<file path="src/rtl/dot_update_scheduler.sv">
`default_nettype none
// ============================================================================
// Module   : dot_update_scheduler
// Purpose  : Buffers processor dot writes and replays them at frame edges.
// Revision : 1.0
// ============================================================================
module dot_update_scheduler #(
  parameter int NUM_DOTS   = 20,
  parameter int FIFO_DEPTH = 16,
  parameter int ID_WIDTH   = 5,
  parameter int MAX_X      = 639,
  parameter int MAX_Y      = 479
) (
  input  logic                          clk,
  input  logic                          reset,
  input  logic                          screenEnd,
  input  logic                          req_valid,
  output logic                          req_ready,
  input  logic                          req_isY,
  input  logic [31:0]                   req_id,
  input  logic [31:0]                   req_loc,
  output logic                          dot_wren,
  output logic                          dot_isY,
  output logic [ID_WIDTH-1:0]           dot_id,
  output logic [9:0]                    dot_loc,
  output logic                          frame_done,
  output logic [$clog2(FIFO_DEPTH):0]   pending,
  output logic                          err_overflow,
  output logic                          err_badid
);

  localparam int PTR_W   = $clog2(FIFO_DEPTH);
  localparam int CNT_W   = PTR_W + 1;
  localparam int ENTRY_W = 1 + ID_WIDTH + 10;

  typedef enum logic [1:0] {
    S_IDLE  = 2'd0,
    S_SNAP  = 2'd1,
    S_DRAIN = 2'd2,
    S_DONE  = 2'd3
  } state_t;

  state_t               r_state;
  state_t               w_state_next;
  logic                 r_se_d;
  logic                 w_frame_edge;
  logic                 w_accept;
  logic                 w_id_bad;
  logic                 w_push;
  logic                 w_pop;
  logic [9:0]           w_loc_clamped;
  logic [ENTRY_W-1:0]   w_entry;
  logic [ENTRY_W-1:0]   r_mem [FIFO_DEPTH];
  logic [PTR_W-1:0]     r_wr_ptr;
  logic [PTR_W-1:0]     r_rd_ptr;
  logic [CNT_W-1:0]     r_count;
  logic [CNT_W-1:0]     w_count_next;
  logic [CNT_W-1:0]     r_rem;
  logic                 r_ready;

  assign w_frame_edge = screenEnd & ~r_se_d;
  assign w_accept     = req_valid & r_ready;
  assign w_id_bad     = (req_id >= 32'(NUM_DOTS));
  assign w_push       = w_accept & ~w_id_bad;
  assign w_pop        = (r_state == S_DRAIN);

  // Clamp compares the full 32-bit request so large values never alias.
  always_comb begin
    w_loc_clamped = req_loc[9:0];
    if (req_isY) begin
      if (req_loc > 32'(MAX_Y)) w_loc_clamped = 10'(MAX_Y);
    end else begin
      if (req_loc > 32'(MAX_X)) w_loc_clamped = 10'(MAX_X);
    end
  end

  assign w_entry = {req_isY, req_id[ID_WIDTH-1:0], w_loc_clamped};

  always_comb begin
    w_count_next = r_count;
    case ({w_push, w_pop})
      2'b10:   w_count_next = r_count + CNT_W'(1);
      2'b01:   w_count_next = r_count - CNT_W'(1);
      default: w_count_next = r_count;
    endcase
  end

  // Storage array carries no reset; occupancy and pointers define validity.
  always_ff @(posedge clk) begin
    if (w_push) r_mem[r_wr_ptr] <= w_entry;
  end

  always_ff @(posedge clk or negedge reset) begin
    if (!reset) begin
      r_wr_ptr <= '0;
      r_rd_ptr <= '0;
      r_count  <= '0;
      r_ready  <= 1'b1;
      r_se_d   <= 1'b0;
    end else begin
      r_se_d  <= screenEnd;
      r_count <= w_count_next;
      r_ready <= (w_count_next != CNT_W'(FIFO_DEPTH));
      if (w_push) r_wr_ptr <= r_wr_ptr + PTR_W'(1);
      if (w_pop)  r_rd_ptr <= r_rd_ptr + PTR_W'(1);
    end
  end

  always_ff @(posedge clk or negedge reset) begin
    if (!reset) r_state <= S_IDLE;
    else        r_state <= w_state_next;
  end

  always_comb begin
    w_state_next = r_state;
    case (r_state)
      S_IDLE:  if (w_frame_edge) w_state_next = S_SNAP;
      S_SNAP:  w_state_next = (r_count == '0) ? S_DONE : S_DRAIN;
      S_DRAIN: if (r_rem == CNT_W'(1)) w_state_next = S_DONE;
      S_DONE:  w_state_next = S_IDLE;
      default: w_state_next = S_IDLE;
    endcase
  end

  // Snapshot bounds the drain so writes landing mid-drain wait a frame.
  always_ff @(posedge clk or negedge reset) begin
    if (!reset) begin
      r_rem <= '0;
    end else if (r_state == S_SNAP) begin
      r_rem <= r_count;
    end else if (w_pop) begin
      r_rem <= r_rem - CNT_W'(1);
    end
  end

  always_ff @(posedge clk or negedge reset) begin
    if (!reset) begin
      dot_wren   <= 1'b0;
      dot_isY    <= 1'b0;
      dot_id     <= '0;
      dot_loc    <= '0;
      frame_done <= 1'b0;
    end else begin
      dot_wren   <= w_pop;
      frame_done <= (r_state == S_DONE);
      if (w_pop) begin
        {dot_isY, dot_id, dot_loc} <= r_mem[r_rd_ptr];
      end
    end
  end

  always_ff @(posedge clk or negedge reset) begin
    if (!reset) begin
      err_overflow <= 1'b0;
      err_badid    <= 1'b0;
    end else begin
      if (req_valid && !r_ready)  err_overflow <= 1'b1;
      if (w_accept && w_id_bad)   err_badid    <= 1'b1;
    end
  end

  assign req_ready = r_ready;
  assign pending   = r_count;

endmodule
`default_nettype wire

</file>
<file path="config.mk">
export PLATFORM = sky130hd
export DESIGN_NAME = dot_update_scheduler
export DESIGN_NICKNAME = d
export VERILOG_FILES = /design/src/rtl/dot_update_scheduler.sv
export SDC_FILE = /design/constraint.sdc
export NUM_CORES = 1
export LEC_CHECK = 0
export ABC_AREA = 1
export CAP_MARGIN = 0
export CORE_MARGIN = 1
export CORE_UTILIZATION = 50
export CTS_CLUSTER_SIZE = 28
export DETAILED_ROUTE_END_ITERATION = 12
export PLACE_DENSITY = 0.68
export SETUP_SLACK_MARGIN = 0.1
export SLEW_MARGIN = 20
export SYNTH_ARGS = -nofsm -noshare
export SYNTH_HDL_FRONTEND = slang
export SYNTH_SLANG_ARGS = --single-unit
</file>
<file path="constraint.sdc">
create_clock -name clk -period 7.85 [get_ports clk]
set_clock_uncertainty 0.05 [all_clocks]
set_input_delay 0.785 -clock clk [delete_from_list [all_inputs] [get_ports clk]]
set_output_delay 0.785 -clock clk [all_outputs]
set_load 0.03 [all_outputs]
</file>
==> run_summary.xml, run 1 <==
<?xml version="1.0" encoding="UTF-8"?>
<metrics>
  <group name="grt">
    <metric name="grt.met1_usage" unit="%">34.54</metric>
    <metric name="grt-ovfl-total" unit="">0</metric>
    <metric name="grt_busiest_layer" unit="">met2</metric>
    <metric name="use_met2" unit="%">37.17</metric>
    <metric name="groute.usage.overall" unit="%">23.68</metric>
    <metric name="met3_usage" unit="%">3.409</metric>
    <metric name="antenna_found_initial" unit="">0</metric>
    <metric name="wire_length_of_the_first_global_routing_pass" unit="mm">46.61</metric>
    <metric name="first_global_vias" unit="">8057</metric>
    <metric name="grt_start_max_net_pins" unit="">79</metric>
  </group>
  <group name="floorplanning">
    <metric name="initial_util" unit="%">51.38</metric>
    <metric name="die-height" unit="µm">160.8</metric>
    <metric name="die_area" unit="mm²">0.02585</metric>
    <metric name="placeableCoreArea" unit="mm²">0.02453</metric>
    <metric name="boundaryPins" unit="">95</metric>
    <metric name="placement_rows" unit="">57</metric>
    <metric name="die_w" unit="µm">160.8</metric>
  </group>
  <group name="place">
    <metric name="routabilityCongestion" unit="">0.7945</metric>
    <metric name="numPortBuffers" unit="">94</metric>
    <metric name="hpwl" unit="mm">17.67</metric>
    <metric name="dp.cells" unit="">1511</metric>
  </group>
  <group name="yosys">
    <metric name="yosysMostFrequentCell" unit="">sky130_fd_sc_hd__nand2_1</metric>
    <metric name="synth_top_family_by_area" unit="">simple AND/OR/NAND/NOR gates</metric>
    <metric name="synth_xor_xnor_area_share" unit="%">0.4864</metric>
    <metric name="post_synth_inst_count" unit="">1130</metric>
    <metric name="ffs_latches_synth" unit="">298</metric>
    <metric name="syn-num-nets" unit="">1214</metric>
    <metric name="synthAdderAreaFrac" unit="%">1.489</metric>
    <metric name="synth-edff-count" unit="">256</metric>
    <metric name="netlist_top_cells_area" unit="">sky130_fd_sc_hd__edfxtp_1, sky130_fd_sc_hd__nand2_1, sky130_fd_sc_hd__nand3_1</metric>
    <metric name="yosys.cell_types.count" unit="">34</metric>
    <metric name="post_synth.cell_area_avg" unit="µm²">11.15</metric>
    <metric name="synth.cell_area" unit="mm²">0.01260</metric>
    <metric name="synth-simple-area-share" unit="%">22.28</metric>
    <metric name="synth_top_cell_area_share" unit="%">60.99</metric>
    <metric name="post-synth-top-area-cell" unit="">sky130_fd_sc_hd__edfxtp_1</metric>
    <metric name="synth_common_cells" unit="">sky130_fd_sc_hd__nand2_1, sky130_fd_sc_hd__edfxtp_1, sky130_fd_sc_hd__nand3_1, sky130_fd_sc_hd__nor2_1, sky130_fd_sc_hd__dfrtp_1</metric>
    <metric name="synth.yosys.seq_area_share" unit="%">69.34</metric>
    <metric name="synth_flop_type" unit="">sky130_fd_sc_hd__edfxtp_1</metric>
    <metric name="synth-warning-count" unit="">0</metric>
    <metric name="synth-compound-area-share" unit="%">2.551</metric>
    <metric name="ys_async_sr_fraction" unit="%">14.09</metric>
    <metric name="synth.mux.area_fraction" unit="%">0</metric>
  </group>
  <group name="clock_tree">
    <metric name="max-clock-path-buffers" unit="">3</metric>
    <metric name="tritoncts" unit="">yes</metric>
    <metric name="clock_tree_sinks" unit="">298</metric>
    <metric name="worst_setup_hold_path_clk_slew" unit="ps">60</metric>
    <metric name="worst_skew_pair.late_latency" unit="ps">540</metric>
    <metric name="clock-root-buffer" unit="">sky130_fd_sc_hd__clkbuf_16</metric>
    <metric name="post_cts.repair.setup_buffers" unit="">0</metric>
    <metric name="cts.hold.buffers_added" unit="">0</metric>
    <metric name="tritoncts.num_buffers" unit="">30</metric>
    <metric name="postCtsResizedCells" unit="">0</metric>
    <metric name="cts.htree.levels" unit="">1</metric>
  </group>
  <group name="worst_setup_path">
    <metric name="critPathRequiredTime" unit="ps">7950</metric>
    <metric name="crit_path_start_kind" unit="">input port</metric>
    <metric name="reg2reg_from" unit="">r_rd_ptr[0]</metric>
    <metric name="setup.worst_path.class" unit="">input port to flop</metric>
    <metric name="reg2reg_setup_slack" unit="ps">4950</metric>
    <metric name="reg2reg_to" unit="">dot_loc[1]</metric>
    <metric name="critical_path.endpoint_type" unit="">flop</metric>
    <metric name="worstPathMaxFanout" unit="">17</metric>
    <metric name="worstRegToRegCells" unit="">8</metric>
    <metric name="crit_arrival" unit="ps">3420</metric>
  </group>
  <group name="route">
    <metric name="totalWireLength" unit="mm">29.91</metric>
    <metric name="number_of_drc_markers_in_iteration_0" unit="">917</metric>
    <metric name="detailedRoute.firstPassIterationCount" unit="">5</metric>
    <metric name="drc_errors" unit="">0</metric>
    <metric name="antenna_left" unit="">0</metric>
    <metric name="wl_per_cell" unit="µm">19.08</metric>
    <metric name="via_count" unit="">8544</metric>
    <metric name="drt-vias-per-instance" unit="">5.452</metric>
  </group>
  <group name="timing">
    <metric name="final_max_slew_viol_count" unit="">0</metric>
    <metric name="final_min_period_over_clock_period" unit="%">42.30</metric>
    <metric name="fin_crit" unit="ps">3320</metric>
    <metric name="finalSetupTns" unit="ps">0</metric>
    <metric name="rsz0062_at_grt" unit="">no</metric>
    <metric name="report.final.setup_viol" unit="">0</metric>
    <metric name="worst_slew_margin_rel" unit="%">28.50</metric>
    <metric name="max_freq" unit="MHz">301.2</metric>
    <metric name="worst-slew-pin-transition" unit="ps">1071</metric>
    <metric name="finalHoldViolCount" unit="">0</metric>
  </group>
  <group name="final_layout">
    <metric name="finalNonFillerCells" unit="">1567</metric>
    <metric name="area_delta_synth_final" unit="%">17.37</metric>
    <metric name="finish.net_count" unit="">1303</metric>
    <metric name="post_route_cells_drive_above_1_share" unit="%">7.321</metric>
    <metric name="antennaDiodeCount" unit="">0</metric>
  </group>
  <group name="pwr">
    <metric name="share_clk_of_total_power" unit="%">27.7</metric>
    <metric name="p_comb_share" unit="%">32.6</metric>
    <metric name="peakVddDrop" unit="µV">339.9</metric>
    <metric name="power.density" unit="mW/mm²">334.0</metric>
    <metric name="power.switching_fraction" unit="%">36.45</metric>
    <metric name="power.static_leakage" unit="nW">5.656</metric>
    <metric name="p_seq_share" unit="%">39.7</metric>
    <metric name="power.switching" unit="W">0.001801</metric>
    <metric name="internal_pwr_total" unit="W">0.003141</metric>
    <metric name="report.power.total" unit="W">0.004942</metric>
  </group>
  <group name="status">
    <metric name="status" unit="">completed</metric>
  </group>
  <group name="flow_run">
    <metric name="cap_viol_max_count" unit="">0</metric>
  </group>
  <group name="min_path">
    <metric name="worst_hold_path_type" unit="">input port to async pin</metric>
  </group>
</metrics>
worst max-delay path by stage:
stage | startpoint | to | cells past startpoint
3_3_place_gp | req_id[3] | r_mem[5][3] | 6
3_5_place_dp | req_id[3] | r_mem[11][12] | 6
2_1_floorplan | req_id[12] | r_mem[10][0] | 8
4_1_cts | req_id[3] | r_mem[11][6] | 6
6_report | req_id[3] | r_mem[3][4] | 6
5_1_grt | req_id[3] | req_ready | 15
power groups by stage:
stage | Sequential (W) | Clock (W) | Combinational [W]
after global routing | 0.00197 | 0.00145 | 0.00179
final | 0.00196 | 0.00137 | 0.00161
after detailed placement | 0.00199 | 0 | 0.00161
after global placement | 0.00199 | 0 | 0.00159
after CTS | 0.00196 | 0.00138 | 0.00161
after floorplan | 0.00203 | 0 | 0.00109
registers in the layout (all words and copies together), names as in the netlist, 2 cells and up:
| name | count |
|---|---|
| r_state | 2 |
| r_wr_ptr | 4 |
| dot_loc | 10 |
| dot_id | 5 |
| r_mem | 256 |
| r_rd_ptr | 4 |
| r_rem | 5 |
| pending | 5 |
cell families (layout without fill, tap and decap cells):
family	after synthesis	count (layout)
buffers and inverters	93	206
AO/OA/AOI/OAI	61	61
XOR/XNOR	7	7
AND/OR/NAND/NOR	656	656
adder cells (fa/ha/maj)	15	15
flip-flops	298	298
layout make-up:
type | instances | area (µm²)
multi-input cells | 739 | 3465
clock buffers | 41 | 864.6
flip-flops and latches | 298 | 8745
fillers | 2030 | 9739
clock inverters | 15 | 91.34
well taps | 324 | 405.4
inverters | 36 | 137.6
repair buffers | 114 | 1086
per-stage QoR:
step / instance area [µm²] / setup WS [ps] / util, % / hold WS (ps)
after CTS: 14790 / 4382 / 60.28 / 288.7
after global placement: 13820 / 3984 / 56.34 / 407.8
after global routing: 14790 / 4240 / 60.30 / 330.3
after floorplan: 12600 / 4753 / - / 418.9
final: 14790 / 4530 / 60.30 / 271.6
after detailed placement: 13830 / 3931 / 56.39 / 414.5
critical path: stages:
cell                              delay, ps
sky130_fd_sc_hd__clkdlybuf4s50_1        710
sky130_fd_sc_hd__o21ai_0                350
sky130_fd_sc_hd__nand3_2                120
sky130_fd_sc_hd__nor2_4                 180
sky130_fd_sc_hd__nand3_1                330
sky130_fd_sc_hd__nor2_2                 930
cells in the final DEF, fill, tap and decap left out, types with 15 or more instances in the layout:
cell	netlist	routed
sky130_fd_sc_hd__buf_4	9	20
sky130_fd_sc_hd__o21ai_0	20	20
sky130_fd_sc_hd__clkbuf_16	0	32
sky130_fd_sc_hd__nor2_1	52	48
sky130_fd_sc_hd__clkdlybuf4s50_1	0	93
sky130_fd_sc_hd__nand3_1	206	206
sky130_fd_sc_hd__edfxtp_1	256	256
sky130_fd_sc_hd__inv_1	34	33
sky130_fd_sc_hd__ha_1	15	15
sky130_fd_sc_hd__a21oi_1	35	35
sky130_fd_sc_hd__nand2_1	365	365
sky130_fd_sc_hd__dfrtp_1	41	39
metal layers:
layer	wire, µm	up-vias	share of wire (%)
li1	-	4095	-
met1	12850	4083	43
met2	13920	325	47
met3	2361	41	7.9
met4	775	0	2.6
met5	0	-	0
Power figures use the tool's default switching activity.
==> run 2: changes to the inputs <==
- clock period: 7.85 -> 3.4 ns (I/O delays scaled with it)
==> run_summary.xml, run 2 (same netlist as run 1, synthesis figures left out) <==
<?xml version="1.0" encoding="UTF-8"?>
<metrics>
  <group name="status">
    <metric name="status" unit="">completed</metric>
  </group>
  <group name="floorplanning">
    <metric name="placeableCoreArea" unit="mm²">0.02453</metric>
    <metric name="boundaryPins" unit="">95</metric>
    <metric name="die-height" unit="µm">160.8</metric>
    <metric name="die_w" unit="µm">160.8</metric>
    <metric name="initial_util" unit="%">51.38</metric>
    <metric name="placement_rows" unit="">57</metric>
    <metric name="die_area" unit="mm²">0.02585</metric>
  </group>
  <group name="grt">
    <metric name="wire_length_of_the_first_global_routing_pass" unit="mm">45.68</metric>
    <metric name="grt-ovfl-total" unit="">0</metric>
    <metric name="first_global_vias" unit="">8059</metric>
    <metric name="groute.usage.overall" unit="%">23.37</metric>
    <metric name="grt_start_max_net_pins" unit="">73</metric>
    <metric name="antenna_found_initial" unit="">0</metric>
  </group>
  <group name="route">
    <metric name="detailedRoute.firstPassIterationCount" unit="">6</metric>
    <metric name="wl_per_cell" unit="µm">18.71</metric>
    <metric name="number_of_drc_markers_in_iteration_0" unit="">853</metric>
    <metric name="met3_wirelength" unit="mm">2.566</metric>
    <metric name="drt-vias-per-instance" unit="">5.485</metric>
    <metric name="via_count" unit="">8694</metric>
    <metric name="totalWireLength" unit="mm">29.65</metric>
    <metric name="dr.max_layer_used" unit="">met4</metric>
    <metric name="met2_wirelength" unit="mm">14.11</metric>
    <metric name="antenna_left" unit="">0</metric>
    <metric name="drc_errors" unit="">0</metric>
    <metric name="met1_length" unit="mm">12.43</metric>
  </group>
  <group name="timing">
    <metric name="final_max_slew_viol_count" unit="">0</metric>
    <metric name="fin_ws" unit="ps">918.0</metric>
    <metric name="rsz0062_at_grt" unit="">no</metric>
    <metric name="fin_crit" unit="ps">2482</metric>
    <metric name="final_min_period_over_clock_period" unit="%">73.00</metric>
    <metric name="worst_slew_margin_rel" unit="%">41.78</metric>
    <metric name="finalHoldViolCount" unit="">0</metric>
    <metric name="max_freq" unit="MHz">402.9</metric>
    <metric name="worst-slew-pin-transition" unit="ps">873.4</metric>
    <metric name="finalSetupTns" unit="ps">0</metric>
    <metric name="worst_hold_slack" unit="ps">228.8</metric>
    <metric name="report.final.setup_viol" unit="">0</metric>
  </group>
  <group name="worst_setup_path">
    <metric name="critPathRequiredTime" unit="ps">3810</metric>
    <metric name="reg2reg_setup_slack" unit="ps">1000</metric>
    <metric name="worstRegToRegCells" unit="">9</metric>
    <metric name="reg2reg_to" unit="">req_ready</metric>
    <metric name="reg2reg_from" unit="">r_state[0]</metric>
    <metric name="setup.worst_path.class" unit="">input port to flop</metric>
    <metric name="crit_arrival" unit="ps">2890</metric>
    <metric name="worstPathMaxFanout" unit="">16</metric>
    <metric name="critical_path.endpoint_type" unit="">flop</metric>
    <metric name="crit_path_start_kind" unit="">input port</metric>
  </group>
  <group name="final_layout">
    <metric name="fin_area" unit="mm²">0.01499</metric>
    <metric name="antennaDiodeCount" unit="">0</metric>
    <metric name="area_delta_synth_final" unit="%">18.91</metric>
    <metric name="final_cell_mix" unit="">sky130_fd_sc_hd__nand2_1, sky130_fd_sc_hd__edfxtp_1, sky130_fd_sc_hd__nand3_1</metric>
    <metric name="reg.largest.list" unit="">r_mem x256, dot_loc x10</metric>
    <metric name="max_flop_register" unit="">r_mem</metric>
    <metric name="finish.net_count" unit="">1322</metric>
    <metric name="largest_reg_flops" unit="">256</metric>
    <metric name="post_route_cells_drive_above_1_share" unit="%">8.723</metric>
    <metric name="leading_cell_type_in_the_layout_fill_and_taps_excluded" unit="">sky130_fd_sc_hd__nand2_1</metric>
  </group>
  <group name="clock_tree">
    <metric name="cts.htree.levels" unit="">1</metric>
    <metric name="tritoncts.num_buffers" unit="">29</metric>
    <metric name="clock_tree_sinks" unit="">298</metric>
    <metric name="tritoncts" unit="">yes</metric>
    <metric name="worst_skew_pair.late_latency" unit="ps">550</metric>
    <metric name="max-clock-path-buffers" unit="">3</metric>
    <metric name="worst_setup_hold_path_clk_slew" unit="ps">60</metric>
    <metric name="clock-root-buffer" unit="">sky130_fd_sc_hd__clkbuf_16</metric>
  </group>
  <group name="min_path">
    <metric name="min_delay_worst_endpoint" unit="">r_se_d</metric>
    <metric name="worst_min_path_start" unit="">screenEnd</metric>
    <metric name="worst_hold_path.num_cells" unit="">1</metric>
    <metric name="worst_hold_path_type" unit="">input port to flop</metric>
  </group>
  <group name="flow_run">
    <metric name="cap_viol_max_count" unit="">0</metric>
  </group>
  <group name="place">
    <metric name="routabilityCongestion" unit="">0.8443</metric>
    <metric name="post-place-ws" unit="ps">323.3</metric>
    <metric name="hpwl" unit="mm">17.46</metric>
    <metric name="numPortBuffers" unit="">94</metric>
    <metric name="post_dp_cell_area" unit="mm²">0.01399</metric>
  </group>
  <group name="pwr">
    <metric name="power.density" unit="mW/mm²">776.5</metric>
    <metric name="peakVddDrop" unit="µV">496.6</metric>
    <metric name="power.static_leakage" unit="nW">5.763</metric>
  </group>
</metrics>
run 2: cell count changes in the layout (fill, tap and decap cells not counted), moves of 3 or more:
cell,delta
sky130_fd_sc_hd__buf_4,+18
sky130_fd_sc_hd__bufinv_16,+4
sky130_fd_sc_hd__clkinv_2,-4
sky130_fd_sc_hd__clkbuf_16,-3
sky130_fd_sc_hd__clkinv_1,-3
sky130_fd_sc_hd__clkinvlp_4,+3
run 2: worst max-delay path by stage:
| stage | from | endpoint | slack (ps) | cells after the start |
|---|---|---|---|---|
| final | req_id[2] | req_ready | 920 | 12 |
| after global routing | req_id[2] | req_ready | 700 | 15 |
| after CTS | req_id[2] | req_ready | 880 | 12 |
| after detailed placement | req_id[2] | req_ready | 320 | 12 |
| after global placement | req_id[2] | req_ready | 360 | 12 |
| after floorplan | req_ready | r_mem[10][0] | 720 | 5 |
run 2: area by class of cell:
cell class	instances	area (µm²)
clock buffers	37	765.7
clock inverters	17	220.2
fillers	1990	9545
inverters	36	137.6
multi-input cells	739	3448
flip-flops and latches	298	8745
well taps	324	405.4
repair buffers	134	1266
run 2: timing repair:
action / 4_1_cts / 5_1_grt
endpoints found under the hold margin: 41 / 0
buffers inserted: 0 / 0
gates resized for setup: 0 / 0
hold buffers: 1 / 0
run 2: through the flow:
step                      instances  power [W]  utilization (%)
final                          1585    0.01164            61.09
after global routing           1585    0.01229            61.09
after CTS                      1585    0.01168            61.08
after detailed placement       1530   0.008386            57.02
after global placement         1530   0.008324            57.02
after floorplan                1130   0.007196                -
run 2: power by group:
| group | internal, W | switching [W] |
|---|---|---|
| logic | 0.00127 | 0.00267 |
| clock network | 0.00197 | 0.00133 |
| registers | 0.00420 | 0.000197 |
| total | 0.00745 | 0.00419 |
run 2: per-layer routing:
layer,up-vias,track usage (%)
met4,0,6.218
met2,369,38.31
met5,-,0
met3,42,4.029
li1,4127,-
met1,4156,32.40
run 2: worst max-delay path, cell delays in order:
cell and delay (ps):
sky130_fd_sc_hd__clkdlybuf4s50_1 530, sky130_fd_sc_hd__o21ai_0 290, sky130_fd_sc_hd__nand3_2 130, sky130_fd_sc_hd__nor2_4 190
sky130_fd_sc_hd__nand2_4 60, sky130_fd_sc_hd__buf_4 210, sky130_fd_sc_hd__ha_1 360, sky130_fd_sc_hd__inv_1 180
sky130_fd_sc_hd__o21ai_0 130, sky130_fd_sc_hd__or2_2 290, sky130_fd_sc_hd__nor2_1 100, sky130_fd_sc_hd__nand3_1 80
